**src/rtl/iter_ctrl.sv**
```systemverilog
// Job sequencer for an attached upcounter: clears it, steps it until ov, then pulses done.
// Optional abort/aborted ports are compiled in when ITER_CTRL_ABORT_EN is defined.
module iter_ctrl #(
   parameter int N = 4
) (
   input  logic         clk,
   input  logic         clr,
   input  logic         start,
   input  logic         stall,
   input  logic [N-1:0] cnt_val,
   input  logic         cnt_ov,
`ifdef ITER_CTRL_ABORT_EN
   input  logic         abort,
   output logic         aborted,
`endif
   output logic         cnt_clr,
   output logic         cnten,
   output logic         ld,
   output logic         step,
   output logic         last,
   output logic         busy,
   output logic         done
);

   typedef enum logic [1:0] {
      IDLE = 2'd0,
      INIT = 2'd1,
      RUN  = 2'd2,
      DONE = 2'd3
   } state_t;

   // Counter value seen on the final step: all ones below the MSB.
   localparam logic [N-1:0] LAST_VAL = {1'b0, {(N-1){1'b1}}};

   state_t state_reg;
   state_t state_next;
   logic   abort_now;

`ifdef ITER_CTRL_ABORT_EN
   logic aborted_reg;

   assign abort_now = abort;

   // Only a job that is actually running can be aborted; the pulse lands in the first IDLE cycle.
   always_ff @(posedge clk) begin
      if (clr) begin
         aborted_reg <= 1'b0;
      end else begin
         aborted_reg <= abort_now && ((state_reg == INIT) || (state_reg == RUN));
      end
   end

   assign aborted = aborted_reg;
`else
   assign abort_now = 1'b0;
`endif

   always_ff @(posedge clk) begin
      if (clr) begin
         state_reg <= IDLE;
      end else begin
         state_reg <= state_next;
      end
   end

   always_comb begin
      state_next = state_reg;
      cnt_clr    = 1'b0;
      cnten      = 1'b0;
      ld         = 1'b0;
      step       = 1'b0;
      busy       = 1'b0;
      done       = 1'b0;
      case (state_reg)
         IDLE: begin
            if (start) begin
               state_next = INIT;
            end
         end
         INIT: begin
            cnt_clr = 1'b1;
            ld      = 1'b1;
            busy    = 1'b1;
            state_next = abort_now ? IDLE : RUN;
         end
         RUN: begin
            busy = 1'b1;
            // Priority: abort, then ov, then stall.
            if (abort_now) begin
               state_next = IDLE;
            end else if (cnt_ov) begin
               state_next = DONE;
            end else if (!stall) begin
               cnten = 1'b1;
               step  = 1'b1;
            end
         end
         DONE: begin
            done       = 1'b1;
            state_next = IDLE;
         end
         default: begin
            state_next = IDLE;
         end
      endcase
   end

   assign last = step && (cnt_val == LAST_VAL);

endmodule

```
**config.mk**
```make
export PLATFORM = sky130hd
export DESIGN_NAME = iter_ctrl
export DESIGN_NICKNAME = d
export VERILOG_FILES = /design/src/rtl/iter_ctrl.sv
export SDC_FILE = /design/constraint.sdc
export NUM_CORES = 1
export LEC_CHECK = 0
export ABC_AREA = 1
export BUFFER_PORTS_ARGS = -buffer_cell sky130_fd_sc_hd__buf_2
export CAP_MARGIN = 40
export CORE_AREA = 3 3 40 42
export DETAILED_ROUTE_END_ITERATION = 8
export DIE_AREA = 0 0 43 45
export SLEW_MARGIN = 20
export SYNTH_ARGS = -nofsm -noshare
export SYNTH_HDL_FRONTEND = slang
export SYNTH_SLANG_ARGS = --single-unit
```
**constraint.sdc**
```tcl
create_clock -name clk -period 1.2 [get_ports clk]
set_clock_uncertainty 0.15 [all_clocks]
set_input_delay 0.24 -clock clk [delete_from_list [all_inputs] [get_ports clk]]
set_output_delay 0.24 -clock clk [all_outputs]
set_load 0.1 [all_outputs]
```
; ---- Word-level counts from Yosys, hierarchy flattened
; Cells that the tools add are included.
[totals]
memories = 0
output_inout_bits = 7
mem_bits_ro = 0
in_bits = 9
latchBits = 0
ram_bits = 0
register_bits = 2
word_cells = 20
[op_classes]
n_mux = 9
order_cmp = 0
div = 0
n_eq_ne = 6
bitwise_logic = 0
n_mul = 0
addsub = 0
shifts = 0
n_reduce_logical = 4
[op_table]
columns = cell, count
row1 = $pmux W2 S4, 1
row2 = $mux W1, 6
row3 = $eq A2 B2 Y1 const B, 2
row4 = $eq A4 B3 Y1 const B, 1
row5 = $mux W2, 2
row6 = $ne A2 B2 Y1 const B, 2
row7 = $eq A2 B1 Y1 const B, 1
row8 = $logic_not A2 Y1, 1
row9 = $reduce_and A2 Y1, 1
row10 = $reduce_or A2 Y1, 1
row11 = $logic_and A1 B1 Y1, 1

; ---- Depth between registers and ports, before layout
[logic_depth]
ltp_word = 4
mapped_depth = 6
ltp_nobuf = 6

; ---- Worst setup path before layout
; OpenSTA, ideal clock, no wires.
[synth_path]
path_kind = reg-to-output
from = register state_reg[0]
to = output step
required_ns = 0.810
n_path_buf = 1
t_arrival_ns = 2.454
stages_incl_launch_ff = 6
path_slack_ns = -1.644
path_cell_list = dfxtp_1 inv_1 ha_1 nand2_2 nor2_1 buf_4
[synth_via]
elab_chain_len = 2
[synth_rtl]
columns = item, line
row1 = "start, declared", 35  ; state_t state_reg;
row2 = "start signal, assigned", 62  ; state_reg <= state_next;
row3 = $eq A2 B2 Y1, n/a
row4 = $mux W1, n/a
row5 = "end, declared", 19  ; output logic step,
; No other way between the ends.

; ---- Final worst setup path
[layout_path]
from = register state_reg[1]
to = output last
[layout_via]
elab_chain_len = 3
[layout_rtl]
columns = item, line
row1 = $eq A2 B2 Y1, 74  ; case (state_reg)
row2 = $mux W1, 74
row3 = $logic_and A1 B1 Y1, 108  ; assign last = step && (cnt_val == LAST_VAL);
row4 = "end, declared", 20  ; output logic last,
; No other way between the ends.

==> out/qor.yml <==
run_status:
  outcome: "complete, but fails checks"
  violations: "setup timing"
worst_setup_path:
  endpoint_kind: "output port"
  crit_type: "register to output port"
  r2r_cells: 7
  worstPathRequired_ns: 0.81
  crit_path_start_kind: "register"
  arrival_ns: 1.18
  crit_fanout: 4
route:
  vias: 250
  wirelength_um: 624
  avgViaCountPerCell: 3.68
  initialDrtViolationCount: 2
  drc: 0
  wl_per_cell_um: 9.18
  ant_nets: 0
  first_pass_iters: 4
place:
  finalWeightedCongestion: 0.703
  dp.cells: 59
  io_buffers: 15
sta:
  setup_violations: 9
  tns_ns: -2.41
  max_freq_mhz: 638
  slew_headroom_pct: 87.0
  worst_slack_ns: -0.367
  worst_hold_slack_ns: 0.103
  slew_violations: 0
  worst_pin_slew_ns: 0.193
  rsz0062_at_grt: "yes"
  finalCritPeriodShare_pct: 131
  finalCriticalPeriod_ns: 1.57
  finalHoldViolCount: 0
die:
  placementRows: 13
  start_util_pct: 15.7
  die_w_um: 43
  die_h_um: 45
  io_pins: 16
  die_area_um2: 1940
  core-area_um2: 1280
global_routing:
  antenna_found_initial: 0
  grt_pass1_wl_um: 869
  grt_usage_pct: 6.56
  grt_max_degree: 5
  gr-total-overflow: 0
  grt_pass1_vias: 244
final_layout:
  drive_gt1_share_pct: 81.1
  area_growth_pct: 186
  largest_register_ff_count: 2
  regArea_um2: 45.0
  post-route-util_pct: 44.9
  layout.nets: 68
  n_antenna_cell: 0
  final_common_cell: "buf_2"
  instances_no_fill: 68
  multiInputGateArea_um2: 193
  layout_common_cells: "buf_2 (8), buf_12 (7), buf_4 (7), inv_1 (4), ha_4 (4)"
  fillers: 117
clock_tree:
  cts_buffer_depth: 2
  cts-root-buf: "clkbuf_4"
  clk_latency_ns: 0.23
  cts_tree: "yes"
  clk_pin_slew_ns: 0.03
  cts_buffers: 3
  clock-sinks: 2
  htreeDepth: 1
logic_synthesis:
  synth-simple-area-share_pct: 25.5
  synth_compound_area_share_pct: 9.32
  synth.area.mux_share_pct: 0
  synth_xor_area_share_pct: 0
  yosys.area_share.adder_pct: 24.8
  syn_avg_cell_area_um2: 7.46
  synth_seq_cells: 2
  syn-num-nets: 40
  synth_top_family_by_area: "simple AND/OR/NAND/NOR gates"
  yosysSeqAreaShare_pct: 19.9
  syn_inst: 27
  yosysWarnings: 0
  syn_area_um2: 201
  synth.distinct_cells: 13
hold_path:
  worstHoldPathCells: 4
  min_path_type: "input port to register"
run:
  max_cap_viol_count: 0
==> synthesized netlist by cell type <==
master / n / area (µm²)
a21oi_1: 1 / 5.00
a21oi_2: 1 / 8.76
buf_4: 2 / 15.0
dfxtp_1: 2 / 40.0
ha_1: 4 / 50.1
inv_1: 7 / 26.3
nand2_1: 3 / 11.3
nand2_2: 1 / 6.26
nand3_2: 1 / 10.0
nand4_1: 1 / 6.26
nor2_1: 2 / 7.51
nor3_2: 1 / 10.0
o21ai_0: 1 / 5.00
==> path summary, 6_finish.rpt <==
check,start,to,slack (ns)
max,state_reg[1]$_SDFFE_PP0P_,last,-0.37
min,clr,state_reg[1]$_SDFFE_PP0P_,0.10
max reg2reg,state_reg[1]$_SDFFE_PP0P_,state_reg[1]$_SDFFE_PP0P_,-0.07
min reg2reg,state_reg[1]$_SDFFE_PP0P_,state_reg[1]$_SDFFE_PP0P_,0.50
==> routing by layer <==
layer / wire, µm / GRT usage, % / up-vias
met2: 375 / 11.4 / 5
met3: 22 / 1.20 / 0
met5: 0 / 0 / -
met4: 0 / 9.04 / 0
met1: 226 / 5.50 / 112
li1: - / - / 133
==> area by class of cell <==
cell class,count,area share [%]
clock buffer,3,3.90
timing repair buffer,25,46.2
inverter,7,5.42
sequential,2,7.81
multi-input combinational,16,33.4
tap,15,3.25
==> cells by family after synthesis <==
kind of cell / Yosys count
flops: 2
buf+inv: 9
simple gates: 9
compound gates: 3
fa+ha+maj: 4
==> worst max-delay path, cell delays in order (launching register included) <==
cell and delay (ns):
dfxtp_4 0.38, ha_4 0.15, nand2_4 0.06, nor3_4 0.15, buf_12 0.20
==> stage by stage <==
step	setup WS (ns)	instance area, µm²
detailed placement	-0.188	454
floorplan	-0.592	253
global route	-0.417	577
global placement	-0.163	454
CTS	-0.378	503
finish	-0.367	577
==> what timing repair did <==
action,in CTS,in global routing
gates resized for setup,5,8
endpoints found under the hold margin,0,0
pin swaps,3,2
endpoints found under the setup margin,8,9
hold buffers,0,0
buffers inserted,1,5
Power is not shown: default switching activity piles up to over one toggle a cycle in this logic, so the estimate is an artifact.
